`config.mk`:
```
export PLATFORM = sky130hd
export DESIGN_NAME = shift_seq_ctrl
export DESIGN_NICKNAME = d
export VERILOG_FILES = /design/src/rtl/shift_seq_ctrl_pkg.sv /design/src/rtl/shift_seq_ctrl_div.sv /design/src/rtl/shift_seq_ctrl.sv
export SDC_FILE = /design/constraint.sdc
export NUM_CORES = 1
export LEC_CHECK = 0
export ABC_CLOCK_PERIOD_IN_PS = 1600
export BUFFER_PORTS_ARGS = -buffer_cell sky130_fd_sc_hd__buf_2
export CAP_MARGIN = 20
export CORE_MARGIN = 2
export CORE_UTILIZATION = 40
export CTS_BUF_LIST = sky130_fd_sc_hd__clkbuf_16
export CTS_CLUSTER_DIAMETER = 150
export DETAILED_ROUTE_END_ITERATION = 6
export PLACE_DENSITY = 0.64
export SYNTH_ARGS = -nofsm -noshare
export SYNTH_HDL_FRONTEND = slang
export SYNTH_SLANG_ARGS = --single-unit
```
`constraint.sdc`:
```
create_clock -name ClkIn -period 1.6 [get_ports ClkIn]
set_input_delay 0.32 -clock ClkIn [delete_from_list [all_inputs] [get_ports ClkIn]]
set_output_delay 0.32 -clock ClkIn [all_outputs]
set_load 0.01 [all_outputs]
```
`src/rtl/shift_seq_ctrl_pkg.sv`:
```
// Shared types for the shift-register sequencing controller.
// SHIFT_SEQ_CTRL_PARITY_EN appends an even-parity bit to each word.
package shift_seq_ctrl_pkg;

  typedef enum logic [1:0] {
    IDLE    = 2'd0,
    SHIFT   = 2'd1,
    SETTLE  = 2'd2,
    CAPTURE = 2'd3
  } state_e;

  function automatic int sr_len(input int width);
`ifdef SHIFT_SEQ_CTRL_PARITY_EN
    return width + 1;
`else
    return width;
`endif
  endfunction

endpackage

```
`src/rtl/shift_seq_ctrl_div.sv`:
```
// Shift-rate divider: one-cycle tick every DIV enabled clocks.
// Cleared on accept/abort so each word starts a fresh period.
module shift_rate_div #(
  parameter int DIV = 1
) (
  input  logic clk,
  input  logic rst,
  input  logic clr,
  input  logic en,
  output logic tick
);

  localparam int CW = (DIV > 1) ? $clog2(DIV) : 1;
  localparam logic [CW-1:0] LAST = CW'(DIV - 1);

  logic [CW-1:0] cnt_q;
  logic [CW-1:0] cnt_d;

  assign tick = en && (cnt_q == LAST);

  always_comb begin
    cnt_d = cnt_q;
    if (clr) begin
      cnt_d = '0;
    end else if (en) begin
      cnt_d = tick ? '0 : cnt_q + 1'b1;
    end
  end

  always_ff @(posedge clk or posedge rst) begin
    if (rst) cnt_q <= '0;
    else     cnt_q <= cnt_d;
  end

endmodule

```
`src/rtl/shift_seq_ctrl.sv`:
```
// Serializes a word MSB-first into a shift register, then captures it.
// SHIFT_SEQ_CTRL_PARITY_EN adds a parity pulse and ParErrOut.
module shift_seq_ctrl
  import shift_seq_ctrl_pkg::*;
#(
  parameter  int WIDTH  = 5,
  parameter  int DIV    = 1,
  localparam int SR_LEN = sr_len(WIDTH)
) (
  input  logic              ClkIn,
  input  logic              ClrIn,
  input  logic [WIDTH-1:0]  DataIn,
  input  logic              LoadReq,
  output logic              ReadyOut,
  input  logic              AbortIn,
  output logic              SerOut,
  output logic              ShiftEnaOut,
  input  logic [SR_LEN-1:0] ParIn,
  output logic [WIDTH-1:0]  ParOut,
`ifdef SHIFT_SEQ_CTRL_PARITY_EN
  output logic              ParErrOut,
`endif
  output logic              DoneOut,
  output logic              BusyOut
);

  localparam int BW = $clog2(SR_LEN + 1);
  localparam logic [BW-1:0] LAST_BIT = BW'(SR_LEN - 1);

  state_e            state_q, state_d;
  logic [SR_LEN-1:0] hold_q, hold_d;
  logic [BW-1:0]     bit_q, bit_d;
  logic              ser_q, ser_d;
  logic              sena_q, sena_d;
  logic              done_q, done_d;
  logic              ready_q, ready_d;
  logic              busy_q, busy_d;
  logic [WIDTH-1:0]  par_q, par_d;
  logic              perr_q, perr_d;
  logic [SR_LEN-1:0] load_word;
  logic              accept;
  logic              abort_seq;
  logic              tick;

`ifdef SHIFT_SEQ_CTRL_PARITY_EN
  assign load_word = {DataIn, ^DataIn};
  assign ParErrOut = perr_q;
`else
  assign load_word = DataIn;
`endif

  assign accept = (state_q == IDLE) && LoadReq && !AbortIn;
  assign abort_seq = AbortIn &&
    ((state_q == SHIFT) || (state_q == SETTLE));

  shift_rate_div #(
    .DIV(DIV)
  ) u_div (
    .clk (ClkIn),
    .rst (ClrIn),
    .clr (accept || abort_seq),
    .en  (state_q == SHIFT),
    .tick(tick)
  );

  always_comb begin
    state_d = state_q;
    hold_d  = hold_q;
    bit_d   = bit_q;
    ser_d   = ser_q;
    sena_d  = 1'b0;
    done_d  = 1'b0;
    par_d   = par_q;
    perr_d  = perr_q;
    unique case (1'b1)
      state_q == IDLE: begin
        if (accept) begin
          hold_d  = load_word;
          bit_d   = '0;
          state_d = SHIFT;
        end
      end
      state_q == SHIFT: begin
        if (AbortIn) begin
          state_d = IDLE;
        end else if (tick) begin
          sena_d = 1'b1;
          ser_d  = hold_q[SR_LEN-1];
          hold_d = hold_q << 1;
          bit_d  = bit_q + 1'b1;
          if (bit_q == LAST_BIT) state_d = SETTLE;
        end
      end
      state_q == SETTLE: begin
        state_d = AbortIn ? IDLE : CAPTURE;
      end
      state_q == CAPTURE: begin
        par_d   = ParIn[WIDTH-1:0];
        perr_d  = ^ParIn;
        done_d  = 1'b1;
        state_d = IDLE;
      end
      default: state_d = IDLE;
    endcase
    ready_d = (state_d == IDLE);
    busy_d  = (state_d != IDLE);
  end

  always_ff @(posedge ClkIn or posedge ClrIn) begin
    if (ClrIn) begin
      state_q <= IDLE;
      hold_q  <= '0;
      bit_q   <= '0;
      ser_q   <= 1'b0;
      sena_q  <= 1'b0;
      done_q  <= 1'b0;
      ready_q <= 1'b1;
      busy_q  <= 1'b0;
      par_q   <= '0;
      perr_q  <= 1'b0;
    end else begin
      state_q <= state_d;
      hold_q  <= hold_d;
      bit_q   <= bit_d;
      ser_q   <= ser_d;
      sena_q  <= sena_d;
      done_q  <= done_d;
      ready_q <= ready_d;
      busy_q  <= busy_d;
      par_q   <= par_d;
      perr_q  <= perr_d;
    end
  end

  assign ReadyOut    = ready_q;
  assign SerOut      = ser_q;
  assign ShiftEnaOut = sena_q;
  assign DoneOut     = done_q;
  assign BusyOut     = busy_q;
  assign ParOut      = par_q;

endmodule

```
Word level (Yosys, flattened, before mapping)
Index checks and enable logic that the tools add are counted.

storage, ports and cells
  flip-flop bits (word level) = 21
  latch bits = 0
  RAM bits = 0
  ROM bits = 0
  input port bits = 14
  output and inout bits = 10
  logic and storage cells = 56
  memories = 0

operators by class
  $add $sub $neg = 2
  multipliers = 0
  divide/modulo/power cells = 0
  order comparisons = 0
  equality and inequality tests = 7
  shifts and indexed selects = 0
  muxes and demuxes = 21
  bitwise operators = 2
  reduce and logical (&&, ||, !) cells = 14

operators by type and width
  kind                                                                    count
  5-bit two-way mux                                                       3
  2-bit two-way mux                                                       5
  5-bit case mux with 2 select lines                                      1
  3-bit two-way mux                                                       3
  1-bit two-way mux                                                       7
  2-bit inequality test (second input constant)                           3
  2-bit case mux with 3 select lines                                      1
  3-bit case mux with 2 select lines                                      1
  2-bit nonzero test                                                      3
  2-bit equality test (second input constant)                             2
  1-bit logical AND                                                       4
  2-bit zero test                                                         2
  4-bit AND reduction                                                     1
  3-bit by 1-bit adder with 3-bit output (second input constant)          1
  3-bit equality test (second input constant)                             1
  3-bit AND reduction                                                     1
  2-bit by 1-bit equality test with 1-bit output (second input constant)  1
  1-bit logical OR                                                        2
  1-bit NOT                                                               2
  1-bit adder (second input constant)                                     1
  1-bit zero test                                                         1

Longest topological paths before layout
  depth in word-level cells = 6
  depth in mapped cells = 8
  gate-level depth less buffers = 6

Cells and area by module
A second synthesis with hierarchy kept.

unflattened totals
  cell total of the unflattened synthesis = 87
  area total of the unflattened synthesis = 1038.5 sq um

by module, submodules not included
  module          times used  cells an instance  area an instance (sq um)  seq. area each (sq um)
  shift_seq_ctrl  1           83                 988.4                     501.7
  shift_rate_div  1           4                  50.0                      25.0

Worst setup path before layout
OpenSTA, ideal clock, no wires.

  kind = register to register
  start = register state_q[1]
  end = register bit_q[2]
  library setup time = 0.122 ns
  data arrival time = 1.604 ns
  required time = 1.478 ns
  slack = -0.125 ns
  cell stages (with the launch flop) = 8
  path buffers = 1
  period minus slack after synthesis = 1.725 ns
  cells stage by stage = dfrtp_1 -> inv_1 -> ha_1 -> buf_6 -> nor2_2 -> a2111oi_4 -> o21ai_1 -> a32o_1

on the way
  word-level cells in the longest chain between the ends = 5
  elaborated cells between the ends (all ways) = 11
  those cells by class = 4 x eq/ne; 1 x mux; 6 x reduce/logical

RTL lines
  item                                    line                                        source
  start, declared                         shift_seq_ctrl.sv:30                        state_e state_q, state_d;
  start signal, assigned                  shift_seq_ctrl.sv:122                       state_q <= state_d;
  2-bit zero test                         shift_seq_ctrl.sv:52, shift_seq_ctrl.sv:76
  1-bit logical AND (2 in a row)          shift_seq_ctrl.sv:52                        assign accept = (state_q == IDLE) && LoadReq && !AbortIn;
  2-bit inequality test (no source line)  --
  4-bit AND reduction (no source line)    --
  end signal, assigned                    shift_seq_ctrl.sv:124                       bit_q <= bit_d;
  end, declared                           shift_seq_ctrl.sv:32                        logic [BW-1:0] bit_q, bit_d;

Several ways; a longest one is shown, not always the timed one.
A chain may end at the register's enable or synchronous reset.

Worst setup path in the final report
  start = register state_q[0]
  end = register bit_q[2]

Same word-level chain as after synthesis.

==> metrics <==
wire per inst 13.0 µm; max-cap violation count 0; Initial Util 0.415; antenna fix cells 0; area grow syn2layout 36.7%; Hold Fails Final Rpt 0; Total GRT Usage 0.157; fin crit period 1570 ps; routed wire length on met2 1020 µm; WP depth 6; die footprint 2940 µm²; met3 wire len 51 µm; vias 726; FF+latch count, synth 21; Routed WL 1950 µm; status finished, final reports clean; root buffer cell clkbuf_16; worst hold path class in2async; RR Endpoint bit_q[2]; later-pin clock latency in the skew report 250 ps; Final Net Count 141; Bufs and invs on worst path 1; CTS buffer count 3; critical path launch point state_q[0]; Worst path slowest cell dfrtp_2; Leakage 0.658 nW; P per Cell Area 1950 nW/µm²; vias in the first global route 740; Layout fillers 209; cells after synthesis 85; HPWL after DPL 1330 µm; distinct cell type count after synthesis 27; worst setup margin 27.6 ps; CP delay by family, top compound AO/OA/AOI/OAI gates; share of layout cells above drive strength 1 0.550; Net Sw Power 933 µW; initial antenna violation count 0; CTS tree built; peak supply drop 0.965 mV; Synthesized Nets 105; switching part of the total 0.346; first-pass GRT wire length 3220 µm; vias per inst 4.84; clk buf depth 2; syn_area_per_cell 11.9 µm²; Rel. slew slack 0.761; Post-DRT Antenna Nets 0; top-level port count 24; Setup violations, final 0; die height 54.2 µm; Total Power 2.70 mW; FF-to-FF setup slack 30 ps; Yosys warnings 0; crit-path max FO 4; leading cell type in the layout, fill and taps excluded buf_2; highest metal used met4; CP peak stage delay 410 ps; end of the critical path bit_q[2]; DP Cell Count 143; critical path type reg2reg; Syn Std Cell Area 1010 µm²; cells along the critical path inv_2, ha_4, nor2b_4, a2111oi_4, o21ai_1, a32o_1; sequential-to-total area share from yosys stat 0.522; element type at the critical path end register; RD Place Congestion 0.746; M1 WL 852 µm; die width 54.2 µm; Final Max Slew Viols 0; RSZ-0062 raised after global routing true; Num Clock Sinks 21; DRC viols 0; Fin Clk Skew 1.41 ps; crit path launch type register; fmax 636 MHz; Period Utilization, post-route 0.983; Comb pwr share 0.481; sequential share of power 0.326; # H-tree levels 1; Overflow after GRT 0; cell internal pwr 1.76 mW; Clock Pin Slew Worst Setup and Hold Paths 50 ps; CP Data Arrival Time 1710 ps; 1st-iter DRT viols 3; Rows 18; clock share of power 0.193; core area 2430 µm²; largest net degree at the start of global routing 22; IO Port Bufs 23; R2R Path Start state_q[0]; DR pass1 iterations 4; worst-margin pin slew 359 ps; Post-Layout Cell Count 150; most frequent cells in the layout 23 x buf_2, 19 x dfrtp_1, 9 x buf_4, 6 x mux2_2, 6 x inv_1; DP Worst Slack -14.6 ps; WP data required 1740 ps; worst r2r path cells 6
registers in the layout, indices dropped and copies added, names as in the netlist:
name         flops
state_q          2
ParOut           5
u_div.cnt_q      1
bit_q            3
hold_q           5
SerOut           1
BusyOut          1
ShiftEnaOut      1
ReadyOut         1
DoneOut          1
how the worst min path moves through the flow:
stage	startpoint	end	slack (ps)	depth (start not counted)
6_report	ClrIn	hold_q[2]	80	3
5_1_grt	ClrIn	ParOut[2]	110	3
4_1_cts	ClrIn	bit_q[0]	90	3
3_5_place_dp	ClrIn	hold_q[2]	360	3
3_3_place_gp	ClrIn	hold_q[2]	360	3
2_1_floorplan	ClrIn	BusyOut	300	1
layout make-up:
cell class	count	area, µm²	share of cell area
Multi-Input combinational cell	53	499	0.362
Clock inverter	1	5.00	0.00363
Sequential cell	21	528	0.383
Tap cell	30	37.5	0.0272
Timing Repair Buffer	34	205	0.149
Clock buffer	3	75.1	0.0544
Inverter	8	30.0	0.0218
logic make-up after synthesis:
logic type      synth area share
flops                      0.522
fa+ha+maj                 0.0743
compound gates             0.138
mux                        0.107
buf+inv                   0.0558
simple gates               0.104
routing by layer:
metal  up-vias  track usage
met3         4       0.0246
met5         -            0
met1       351        0.194
li1        361            -
met4         0       0.0875
met2        10        0.261
Yosys cell counts:
| library cell | number | area share |
|---|---|---|
| a2111oi_4 | 1 | 0.027 |
| a21o_1 | 1 | 0.0074 |
| a221oi_1 | 1 | 0.0087 |
| nor2_1 | 7 | 0.026 |
| inv_1 | 8 | 0.030 |
| a21oi_1 | 2 | 0.0099 |
| nand2b_1 | 2 | 0.012 |
| dfstp_2 | 1 | 0.026 |
| nand3b_1 | 1 | 0.0074 |
| o21ba_2 | 1 | 0.0099 |
| o21ai_1 | 1 | 0.0050 |
| or3b_1 | 1 | 0.0087 |
| mux2i_1 | 4 | 0.040 |
| nor2b_1 | 3 | 0.019 |
| o21ai_0 | 5 | 0.025 |
| nand2_1 | 1 | 0.0037 |
| a32o_1 | 1 | 0.0099 |
| a21oi_2 | 3 | 0.026 |
| a2bb2oi_1 | 1 | 0.0087 |
| dfrtp_1 | 20 | 0.50 |
| mux2_2 | 6 | 0.067 |
| clkbuf_1 | 1 | 0.0037 |
| ha_1 | 6 | 0.074 |
| and3_1 | 1 | 0.0062 |
| buf_6 | 2 | 0.022 |
| nand3_1 | 3 | 0.015 |
| nor2_2 | 1 | 0.0062 |
power groups by stage:
| stage | Clock [mW] | Combinational (mW) | Sequential (mW) |
|---|---|---|---|
| 6_report | 0.521 | 1.30 | 0.878 |
| 5_1_grt | 0.565 | 1.42 | 0.907 |
| 4_1_cts | 0.541 | 1.20 | 0.874 |
| 3_5_place_dp | 0 | 1.08 | 0.868 |
| 3_3_place_gp | 0 | 1.06 | 0.863 |
| 2_1_floorplan | 0 | 0.702 | 0.914 |
worst reg2reg max path, stage by stage (launching register included):
cell       delay, ps
dfrtp_2          410
inv_2             70
ha_4             160
nor2b_4          120
a2111oi_4        340
o21ai_1          130
a32o_1           230
repair_timing:
item / 4_1_cts / 5_1_grt
resized for setup: 8 / 8
buffers inserted: 2 / 1
endpoints found under the setup margin: 6 / 11
pin swaps: 3 / 2
hold buffers: 0 / 0
per-stage QoR:
| step | hold slack [ps] | instance area, µm² | TNS [ps] | util |
|---|---|---|---|---|
| after global routing | 112 | 1380 | -305 | 0.567 |
| after floorplan | 296 | 1030 | -96.0 | - |
| after global placement | 358 | 1210 | -20.5 | 0.498 |
| final | 83.5 | 1380 | 0 | 0.567 |
| after CTS | 91.7 | 1340 | -1.44 | 0.551 |
| after detailed placement | 365 | 1210 | -50.1 | 0.498 |
No activity file was read; power rests on OpenSTA's default activity.
